$ cat src/rtl/ntt_sdf_stage_ctrl.sv
// ---------------------------------------------------------------------------
// ntt_sdf_stage_ctrl
//   Sequencer for one single-path delay-feedback NTT stage
//   (input mux -> FIFO -> butterfly -> output mux -> multiplier).
//   It turns an input valid/ready handshake into FIFO push/pop, mux selects,
//   butterfly enable and twiddle index. It also produces an output-valid
//   strobe that lines up with the multiplier result, and it drains the
//   buffered differences once the stream ends.
//
// Parameters
//   STEP     butterfly span D (also the FIFO depth); power of two, >= 2
//   MUL_LAT  multiplier latency in cycles (>= 0); delay applied to out_valid
//
// Ports
//   clk_i        rising-edge clock
//   rst_ni       asynchronous active-low reset (the FIFO shares this reset)
//   in_valid_i   incoming sample valid
//   in_last_i    final sample of the stream (qualified by in_valid_i)
//   in_ready_o   controller can accept a sample this cycle
//   fifo_push_o  FIFO push
//   fifo_pop_o   FIFO pop
//   mux1_sel_o   0: incoming -> FIFO, 1: butterfly difference -> FIFO
//   mux2_sel_o   0: FIFO output -> multiplier, 1: butterfly sum -> multiplier
//   bfly_en_o    butterfly enable
//   tw_idx_o     twiddle ROM index (entry 0 holds 1)
//   out_valid_o  multiplier result valid
//   busy_o       controller is not idle
//   err_o        sticky flag: in_last seen at an illegal position
// ---------------------------------------------------------------------------
module ntt_sdf_stage_ctrl #(
  parameter int unsigned STEP    = 4,
  parameter int unsigned MUL_LAT = 1
) (
  input  logic                    clk_i,
  input  logic                    rst_ni,
  input  logic                    in_valid_i,
  input  logic                    in_last_i,
  output logic                    in_ready_o,
  output logic                    fifo_push_o,
  output logic                    fifo_pop_o,
  output logic                    mux1_sel_o,
  output logic                    mux2_sel_o,
  output logic                    bfly_en_o,
  output logic [$clog2(STEP)-1:0] tw_idx_o,
  output logic                    out_valid_o,
  output logic                    busy_o,
  output logic                    err_o
);

  localparam int unsigned     KW    = $clog2(STEP);
  localparam logic [KW-1:0]   KLAST = KW'(STEP - 1);

  typedef enum logic [2:0] {
    ST_IDLE,
    ST_FILL,
    ST_RUN_B,
    ST_RUN_A,
    ST_DRAIN
  } state_e;

  state_e        state_q, state_d;
  logic [KW-1:0] k_q, k_d;
  logic          err_q, err_d;
  logic          accept;
  logic          strobe;

  assign in_ready_o = (state_q != ST_DRAIN);
  // Gating with rst_ni keeps push low while reset is held with in_valid high.
  assign accept     = in_valid_i & in_ready_o & rst_ni;
  assign busy_o     = (state_q != ST_IDLE);
  assign err_o      = err_q;

  always_comb begin
    state_d     = state_q;
    k_d         = k_q;
    err_d       = err_q;
    fifo_push_o = 1'b0;
    fifo_pop_o  = 1'b0;
    mux1_sel_o  = 1'b0;
    mux2_sel_o  = 1'b0;
    bfly_en_o   = 1'b0;
    tw_idx_o    = '0;
    strobe      = 1'b0;

    unique case (state_q)
      ST_IDLE: begin
        if (accept) begin
          fifo_push_o = 1'b1;
          k_d         = KW'(1);
          state_d     = ST_FILL;
        end
      end

      ST_FILL: begin
        if (accept) begin
          fifo_push_o = 1'b1;
          if (k_q == KLAST) begin
            k_d     = '0;
            state_d = ST_RUN_B;
          end else begin
            k_d = k_q + KW'(1);
          end
        end
      end

      ST_RUN_B: begin
        if (accept) begin
          fifo_pop_o  = 1'b1;
          fifo_push_o = 1'b1;
          bfly_en_o   = 1'b1;
          mux1_sel_o  = 1'b1;
          mux2_sel_o  = 1'b1;
          strobe      = 1'b1;
          if (k_q == KLAST) begin
            k_d     = '0;
            state_d = in_last_i ? ST_DRAIN : ST_RUN_A;
          end else begin
            k_d = k_q + KW'(1);
          end
        end
      end

      ST_RUN_A: begin
        // tw_idx follows k even on stalled cycles, so it holds while k holds.
        tw_idx_o = k_q;
        if (accept) begin
          fifo_pop_o  = 1'b1;
          fifo_push_o = 1'b1;
          strobe      = 1'b1;
          if (k_q == KLAST) begin
            k_d     = '0;
            state_d = ST_RUN_B;
          end else begin
            k_d = k_q + KW'(1);
          end
        end
      end

      ST_DRAIN: begin
        tw_idx_o   = k_q;
        fifo_pop_o = 1'b1;
        strobe     = 1'b1;
        if (k_q == KLAST) begin
          k_d     = '0;
          state_d = ST_IDLE;
        end else begin
          k_d = k_q + KW'(1);
        end
      end

      default: begin
        k_d     = '0;
        state_d = ST_IDLE;
      end
    endcase

    // The last butterfly slot is the only legal place for in_last.
    if (accept && in_last_i && !(state_q == ST_RUN_B && k_q == KLAST)) begin
      err_d = 1'b1;
    end
  end

  always_ff @(posedge clk_i or negedge rst_ni) begin
    if (!rst_ni) begin
      state_q <= ST_IDLE;
      k_q     <= '0;
      err_q   <= 1'b0;
    end else begin
      state_q <= state_d;
      k_q     <= k_d;
      err_q   <= err_d;
    end
  end

  // The output strobe is delayed to line up with the multiplier result.
  generate
    if (MUL_LAT == 0) begin : g_no_delay
      assign out_valid_o = strobe;
    end else begin : g_delay
      logic [MUL_LAT-1:0] vpipe_q;

      always_ff @(posedge clk_i or negedge rst_ni) begin
        if (!rst_ni) begin
          vpipe_q <= '0;
        end else begin
          vpipe_q <= (vpipe_q << 1) | MUL_LAT'(strobe);
        end
      end

      assign out_valid_o = vpipe_q[MUL_LAT-1];
    end
  endgenerate

endmodule
$ cat config.mk
export PLATFORM = sky130hd
export DESIGN_NAME = ntt_sdf_stage_ctrl
export DESIGN_NICKNAME = d
export VERILOG_FILES = /design/src/rtl/ntt_sdf_stage_ctrl.sv
export SDC_FILE = /design/constraint.sdc
export NUM_CORES = 1
export LEC_CHECK = 0
export CAP_MARGIN = 20
export CORE_AREA = 2 2 39 41
export DETAILED_ROUTE_END_ITERATION = 10
export DIE_AREA = 0 0 41 43
export SETUP_SLACK_MARGIN = 0.2
export SLEW_MARGIN = 25
export SYNTH_ARGS = -nofsm -noshare
export SYNTH_HDL_FRONTEND = slang
export SYNTH_SLANG_ARGS = --single-unit
$ cat constraint.sdc
create_clock -name clk_i -period 1.7 [get_ports clk_i]
set_input_delay 0.34 -clock clk_i [delete_from_list [all_inputs] [get_ports clk_i]]
set_output_delay 0.34 -clock clk_i [all_outputs]
set_load 0.03 [all_outputs]
==> key figures <==
Outcome
  – Outcome: complete, but fails checks
  – Failing checks: setup timing

Power and ir drop
  – PwrDens: ~1300 nW/um2
  – Leak Pwr: a little under 0.4 nW
  – Maximum VDD drop: about 0.00084 V

STA
  – Post-Route Setup TNS: -541 ps
  – Clock skew: 4.15 ps
  – Setup violators final: 7
  – Slew Viols, Final: 0
  – Final Hold Viols: 0
  – FMAX: 0.550 GHz
  – Slew @ Worst Pin: 297 ps
  – Final WS setup: -118 ps
  – Final period util: 107%
  – RSZ-0062 raised after global routing: yes
  – Minimum clock period: ~1800 ps
  – Slew HR: between 80 and 90%

Routing
  – WL per Instance: 11.9 um
  – DRC Markers: 0
  – Met2 wire length: ~560 um
  – Antenna Nets Post-Route: 0
  – Total wire length: 1200 um
  – Top sig layer: met4
  – M1 WL: around 560 um
  – First-pass DRT Iterations: 5
  – Met3 WL: about 59 um
  – Routed via count: 500
  – Via density: just under 5
  – Initial DRC count: 16

Synth
  – Seq/Total Area, Yosys: 38.9%
  – Syn nets: 54
  – Post-synth top area share: between 30 and 40%
  – Async SR Flop Fraction: 100%
  – Distinct cells, synth: 27
  – Synth area leaders: dfrtp_1 (39%), nand2_1 (5.8%), a21oi_1 (4.4%), nor2_1 (4.2%), buf_4 (3.3%)
  – Yosys reg bits: 7
  – Count of warnings emitted by yosys: 0
  – List of most frequent post-synthesis cells: dfrtp_1 (7), nand2_1 (7), nor2_1 (5), a21oi_1 (4)
  – Syn Inst Count: just under 50
  – Cell area after synthesis: roughly 450 um2
  – Top cell type by total area after synthesis: dfrtp_1
  – Post-synth EDFFs: 0
  – Mean post-synth cell area: a little over 9 um2
  – Top_reg_cell synth: dfrtp_1

Clocking
  – Clk slew on worst S/H paths: roughly 50 ps
  – CTS root buf: clkbuf_4
  – CTS H-tree lvls: 1
  – Num CTS Buffers: 3
  – Worst-Skew Late Latency: approximately 250 ps
  – Clk sinks: 7
  – CTS tree: yes
  – Clock tree buffer depth: 2
  – Hold_buf cts: 0

Global route
  – Largest net degree at the start of global routing: 10
  – Vias in the first global route: 440
  – Tot GR Track Use: ~17%
  – Antenna violations before repair: 0
  – First-pass GRT wire length: 2040 um
  – GR Overflow Total: 0

Setup path
  – WS Path Type: reg2out
  – Critical Path RT: 1360 ps
  – Worst R2R Start: state_q[2]
  – Reg2Reg Depth: 8
  – Critical Path Start: state_q[0]
  – CP Capture Point: tw_idx_o[0]
  – CP Capture Type: output pin
  – CP arrival: 1480 ps
  – R2r endpoint: k_q[0]
  – Reg2reg setup slack: around 110 ps
  – Critical path peak fanout: 3
  – Setup crit start kind: register

Placement
  – Buffers on Ports: 14
  – Post-Place Worst Slack: -58.8 ps
  – Routability cong.: roughly 0.77
  – DP HPWL: 784 um

Die
  – Row count: 14
  – DIE HEIGHT: 43 um
  – Die area: between 1500 and 2000 um2
  – I/O Pins: 15
  – Core area: approximately 1400 um2
  – Initial Util: 32.5%
  – DIE WIDTH: about 41 um

Finish
  – Area Growth Syn to Fin: 81.7%
  – Share of cells above drive strength 1: 55.3%
  – Diodes inserted: 0
  – Final nets: 91

Worst hold path
  – Min-Delay Path Class: in2async

Run
  – Max_cap viols: 0
cell usage in the layout (no fill, tap or decap), drive strengths merged, types with 2 or more instances in the layout:
cell type	count
buf	32
nand2	7
clkbuf	4
dfrtp	7
nand3	2
clkdlybuf4s50	2
o21ai	2
nor2	5
dlygate4sd2	3
and2	2
a21oi	4
cell families (layout without fill, tap and decap cells):
kind of cell,Yosys count,after routing,share of synthesized area (%)
mux,1,1,2.22
compound gates,13,13,21.1
fa+ha+maj,1,1,2.78
flops,7,7,38.9
buf+inv,6,42,10.8
simple gates,21,21,24.2
timing repair:
item                       4_1_cts  5_1_grt
buffers inserted                13        2
pin swaps                        3        2
gates resized for setup         20        9
setup endpoints to repair       11        9
critical path, cell delays in order, from the launching register on:
cell and delay, ps:
dfrtp_1 370, or3b_4 400, buf_6 130, o21ai_2 50, and2_4 150, buf_6 120
state kept, by name (all words and copies together), names as in the netlist:
register,flops
err_o,1
k_q,2
out_valid_o,1
state_q,3
per-stage QoR:
stage	power [W]	util [%]	cell area (um2)	hold slack, ps	instances
after floorplan	0.000610	-	463	44.4	49
final	0.00109	59.1	818	148	101
after CTS	0.00109	57.6	797	136	99
after global routing	0.00118	59.1	818	143	101
after detailed placement	0.000750	44.7	618	449	82
after global placement	0.000750	44.7	618	450	82
per-layer routing:
metal	up-vias	global-route usage, %
li1	249	-
met1	232	23.9
met2	17	23.4
met3	2	5.24
met4	0	10.0
met5	-	0
cell type report:
class                      instances  area, um2
multi-input combinational         36        250
timing repair buffer              37        343
tap                               16       20.0
fill                             116        566
inverter                           1       3.75
sequential                         7        175
clock buffer                       4       26.3
report_power, final:
part / switching (W) / total, W / internal [W]
clock: 0.0000594 / 0.000149 / 0.0000894
combinational: 0.000341 / 0.000692 / 0.000351
sequential: 0.0000370 / 0.000254 / 0.000217
total: 0.000437 / 0.00109 / 0.000658
how the worst min path moves through the flow:
| stage | to | cells after the start | slack [ps] | from |
|---|---|---|---|---|
| finish | k_q[0] | 2 | 150 | rst_ni |
| CTS | k_q[0] | 2 | 140 | rst_ni |
| floorplan | err_o | 0 | 40 | rst_ni |
| global placement | err_o | 1 | 450 | err_o |
| global route | k_q[0] | 2 | 140 | rst_ni |
| detailed placement | err_o | 1 | 450 | err_o |
Power figures use the tool's default switching activity.
